<file path="config.mk">
export PLATFORM = sky130hd
export DESIGN_NAME = branch_control_unit
export DESIGN_NICKNAME = d
export VERILOG_FILES = /design/src/rtl/branch_pkg.sv /design/src/rtl/branch_perf_counter.sv /design/src/rtl/branch_control_unit.sv
export SDC_FILE = /design/constraint.sdc
export NUM_CORES = 1
export LEC_CHECK = 0
export BUFFER_PORTS_ARGS = -buffer_cell sky130_fd_sc_hd__buf_4
export CELL_PAD_IN_SITES_DETAIL_PLACEMENT = 2
export CELL_PAD_IN_SITES_GLOBAL_PLACEMENT = 2
export CORE_MARGIN = 2
export CORE_UTILIZATION = 36
export CTS_BUF_LIST = sky130_fd_sc_hd__clkbuf_16
export DETAILED_ROUTE_END_ITERATION = 7
export PLACE_DENSITY = 0.95
export SYNTH_ARGS = -nofsm -noshare
export SYNTH_HDL_FRONTEND = slang
export SYNTH_SLANG_ARGS = --single-unit
</file>
<file path="constraint.sdc">
create_clock -name clk_i -period 3.8 [get_ports clk_i]
set_clock_uncertainty 0.15 [all_clocks]
set_input_delay 0.19 -clock clk_i [delete_from_list [all_inputs] [get_ports clk_i]]
set_output_delay 0.19 -clock clk_i [all_outputs]
set_load 0.01 [all_outputs]
</file>
<file path="src/rtl/branch_pkg.sv">
// Shared types and constants for the branch control unit: PC mux select
// encoding and the fetch-stage op class that marks a branch or jump.
package branch_pkg;

  typedef enum logic [1:0] {
    PC_SRC_PLUS4_F  = 2'b00,
    PC_SRC_PRED_TGT = 2'b01,
    PC_SRC_PLUS4_E  = 2'b10,
    PC_SRC_TGT_E    = 2'b11
  } pc_src_t;

  localparam logic [1:0] OP_BRANCH_CLASS = 2'b11;

  // The rollback selects are the only encodings with the MSB set.
  function automatic logic isRollback(input pc_src_t src);
    return src[1];
  endfunction

endpackage

</file>
<file path="src/rtl/branch_perf_counter.sv">
// Single saturating event counter with asynchronous active-low clear.
module branch_perf_counter #(
  parameter int CNT_W = 32
) (
  input  logic             clk_i,
  input  logic             rst_n_i,
  input  logic             en_i,
  output logic [CNT_W-1:0] cnt_o
);

  logic [CNT_W-1:0] cnt_q, cnt_d;

  // Hold at all-ones instead of wrapping back to zero.
  always_comb begin
    cnt_d = cnt_q;
    if (en_i && (cnt_q != '1)) begin
      cnt_d = cnt_q + 1'b1;
    end
  end

  always_ff @(posedge clk_i or negedge rst_n_i) begin
    if (!rst_n_i) begin
      cnt_q <= '0;
    end else begin
      cnt_q <= cnt_d;
    end
  end

  assign cnt_o = cnt_q;

endmodule

</file>
<file path="src/rtl/branch_control_unit.sv">
// Next-PC source selection: fetch-stage prediction, overridden by an
// execute-stage rollback on misprediction, plus branch/mispredict counters.
module branch_control_unit
  import branch_pkg::*;
#(
  parameter int CNT_W = 32
) (
  input  logic             clk_i,
  input  logic             rst_n_i,
  input  logic [1:0]       op_f_i,
  input  logic             pc_src_pred_f_i,
  input  logic             pc_src_pred_e_i,
  input  logic [1:0]       branch_op_e_i,
  input  logic             target_match_e_i,
  input  logic             pc_src_res_e_i,
  output logic [1:0]       pc_src_o,
  output logic             mispredict_e_o,
  output logic [CNT_W-1:0] branch_cnt_o,
  output logic [CNT_W-1:0] mispredict_cnt_o
);

  pc_src_t predSrc;
  pc_src_t pcSrc;
  logic    resolveValid;
  logic    unusedBranchOpHi;

  assign resolveValid     = branch_op_e_i[0];
  assign unusedBranchOpHi = branch_op_e_i[1];

  always_comb begin
    predSrc = PC_SRC_PLUS4_F;
    if ((op_f_i == OP_BRANCH_CLASS) && pc_src_pred_f_i) begin
      predSrc = PC_SRC_PRED_TGT;
    end
  end

  // A taken-with-right-target or not-taken-as-predicted outcome keeps the
  // fetch-stage choice; anything else rolls back from the E stage.
  always_comb begin
    pcSrc = predSrc;
    if (resolveValid) begin
      if (pc_src_pred_e_i && !pc_src_res_e_i) begin
        pcSrc = PC_SRC_PLUS4_E;
      end else if (pc_src_res_e_i && (!pc_src_pred_e_i || !target_match_e_i)) begin
        pcSrc = PC_SRC_TGT_E;
      end
    end
  end

  assign pc_src_o       = pcSrc;
  assign mispredict_e_o = isRollback(pcSrc);

  branch_perf_counter #(.CNT_W(CNT_W)) u_branchCnt (
    .clk_i   (clk_i),
    .rst_n_i (rst_n_i),
    .en_i    (resolveValid),
    .cnt_o   (branch_cnt_o)
  );

  branch_perf_counter #(.CNT_W(CNT_W)) u_mispredictCnt (
    .clk_i   (clk_i),
    .rst_n_i (rst_n_i),
    .en_i    (mispredict_e_o),
    .cnt_o   (mispredict_cnt_o)
  );

endmodule

</file>
==> metrics <==
crit end category flop; run status complete, no violations; largest net degree at the start of global routing 65; row count 34; Synth area leader dfrtp_1; Num CTS Buffers 9; critical hold path startpoint branch_op_e_i[0]; share of the synthesized area in the top cell type 49.65%; Slowest cell on crit path or4_1; synth unique cells 45; CTS tree done; maximum fanout along the worst path 9; grt total ovfl 0; Routed WL 10340 um; initial antenna violation count 0; hold path cells 3; leakage dissipation 2.038 nW; worst vdd ir 0.2639 mV; critical path, cell by cell ha_1, nand3_1, or4_1, a211o_1, nor3_4, xor2_1; total core area 8721 um2; post-detailed-route count of antenna-violating nets 0; Iteration-0 DRC Markers 83; DR vias 2811; io pins 77; Diodes inserted 0; CTS root buf clkbuf_16; Syn Std Cell Area 3226 um2; setup TNS 0 ns; CP peak stage delay 0.53 ns; HP Class in2reg; DIE AREA 9733 um2; fraction of layout cells with a size suffix above 1 27.14%; DR pass1 iterations 4; worst r2r src u_branchCnt.cnt_o[0]$_DFFE_PN0P_; setup violators final 0; most common cell after layout, fill and taps aside buf_4; Syn. warnings 0; fin worst setup slack 1.353 ns; Buf+Inv Stages, Crit Path 0; fin crit share 64.39%; Worst Path Required 3.91 ns; ys flop type dfrtp_1; Die Height 98.66 um; nets in the synthesized netlist 322; Die W 98.66 um; worst-margin pin slew 0.8632 ns; first-pass GRT wire length 16760 um; final hold violation count 0; Max Fclk 0.4087 GHz; vias in the first global route 3073; Maximum Capacitance Violations 0; vias per cell 5.555; average wire per standard cell 20.42 um; arrival time worst endpoint 2.55 ns; FF+latch count, synth 64; Top delay family on crit path simple AND/OR/NAND/NOR gates; Hold EP u_branchCnt.cnt_o[24]$_DFFE_PN0P_; synthesized area per cell 10.41 um2; port bufs 75; Reg2Reg Setup Slack 1.35 ns; relative slew slack 42.45%; number of synthesized flops with an enable pin 0; Clk Latency, worst-skew pair 0.34 ns; crit path kind reg2reg; H-tree depth 3; Pins Over Slew Limit 0; R2R cell count 6; FF-to-FF End u_branchCnt.cnt_o[22]$_DFFE_PN0P_; clk sink count 64; drc violations 0; RSZ-0062 raised after global routing false; Initial Utilization 36.99%; total track usage 22.04%; CTS Buffer Depth 2; top cells by area, synth dfrtp_1, xor2_1, xnor2_1; asr flop ratio synth 100.0%; post-layout min period 2.447 ns; Detail Placement HPWL 7132 um; FILL cells 913; Layout area overhead 30.76%; Final nets 405; RePlAce Congestion 0.8222; clk slew on worst S/H paths 0.06 ns; sequential share of the synthesized area 49.65%; Mapped Cells 310; power per cell area 501.2 nW/um2; Setup WS pre-CTS 1.362 ns; most frequent cells in the layout buf_4, dfrtp_1, xor2_1; critical path launch point type flop
## worst max-delay path by stage
stage	start	slack (ns)	end	depth (start not counted)
5_1_grt	u_branchCnt.cnt_o[0]$_DFFE_PN0P_	1.20	u_branchCnt.cnt_o[17]$_DFFE_PN0P_	6
4_1_cts	u_branchCnt.cnt_o[0]$_DFFE_PN0P_	1.33	u_branchCnt.cnt_o[22]$_DFFE_PN0P_	6
2_1_floorplan	u_mispredictCnt.cnt_o[11]$_DFFE_PN0P_	1.62	u_mispredictCnt.cnt_o[1]$_DFFE_PN0P_	5
6_report	u_branchCnt.cnt_o[0]$_DFFE_PN0P_	1.35	u_branchCnt.cnt_o[22]$_DFFE_PN0P_	6
3_3_place_gp	u_branchCnt.cnt_o[0]$_DFFE_PN0P_	1.48	u_branchCnt.cnt_o[22]$_DFFE_PN0P_	6
3_5_place_dp	u_branchCnt.cnt_o[0]$_DFFE_PN0P_	1.36	u_branchCnt.cnt_o[22]$_DFFE_PN0P_	6
## cell usage after synthesis, types with 2 or more instances
| cell | n |
|---|---|
| clkbuf_1 | 2 |
| buf_6 | 2 |
| dfrtp_1 | 64 |
| nor3_4 | 2 |
| xnor2_1 | 20 |
| and4_1 | 3 |
| nand3_1 | 22 |
| nand4_2 | 2 |
| inv_1 | 6 |
| nand4_1 | 16 |
| mux2_2 | 2 |
| and3_1 | 6 |
| nor3_2 | 2 |
| nor3b_1 | 6 |
| nor4_1 | 5 |
| and2_1 | 2 |
| nor2_1 | 27 |
| a21oi_1 | 2 |
| o21ai_0 | 4 |
| a31oi_1 | 2 |
| or3_1 | 3 |
| nor3_1 | 15 |
| ha_1 | 2 |
| xor2_1 | 36 |
| nor4_2 | 5 |
| nand2_1 | 32 |
| nand2b_1 | 2 |
## worst reg2reg max path: stages (launching register included)
cell	delay, ns
dfrtp_1	0.43
ha_1	0.22
nand3_1	0.15
or4_1	0.53
a211o_1	0.46
nor3_4	0.24
xor2_1	0.18
## cell families (layout without fill, tap and decap cells)
kind of cell	Yosys count	in the layout	share of synthesized area, %
DFF	64	64	49.65
and+or+nand+nor	158	158	28.20
buffers and inverters	11	99	1.862
xor gates and xnor gates	56	56	15.21
adders and majority gates	2	2	0.7757
muxes	2	2	0.6982
AOI/OAI and AO/OA	17	17	3.608
## metrics by stage
stage	power [mW]	util (%)	hold slack, ns	area [um2]	instances
floorplan	1.025	-	-0.2556	3226	310
global placement	1.204	44.65	0.1949	3894	489
detailed placement	1.233	44.65	0.2065	3894	489
CTS	2.138	48.36	0.08910	4218	506
global route	2.208	48.36	0.09373	4218	506
finish	2.114	48.36	0.09952	4218	506
## area by class of cell
class | instances | area [um2] | share of cell area [%]
Clock inverter | 7 | 88.84 | 2.106
Multi-Input combinational cell | 235 | 1564 | 37.08
Sequential cell | 64 | 1602 | 37.97
Clock buffer | 9 | 225.2 | 5.340
Tap cell | 108 | 135.1 | 3.204
Inverter | 6 | 22.52 | 0.5340
Timing Repair Buffer | 77 | 580.6 | 13.76
## registers in the layout, summed over array words and instances (netlist names)
| signal | flops |
|---|---|
| u_branchCnt.cnt_o | 32 |
| u_mispredictCnt.cnt_o | 32 |
## per-layer routing
| metal | vias to the layer above | GRT usage (%) | part of all wire [%] |
|---|---|---|---|
| met3 | 20 | 3.972 | 4.1 |
| met4 | 0 | 8.641 | 2.4 |
| met2 | 83 | 39.30 | 53 |
| met5 | - | 0 | 0 |
| met1 | 1452 | 26.35 | 40 |
| li1 | 1256 | - | - |
## power breakdown
| part | total, mW | switching [mW] | internal [mW] |
|---|---|---|---|
| combinational | 0.337 | 0.157 | 0.180 |
| sequential | 0.880 | 0.120 | 0.760 |
| clock | 0.897 | 0.327 | 0.570 |
## what timing repair did
item / CTS / global route
resized for setup: 0 / 0
buffers inserted: 0 / 0
hold buffers: 1 / 0
hold endpoints to repair: 64 / 0
(Power assumes the default switching activity.)
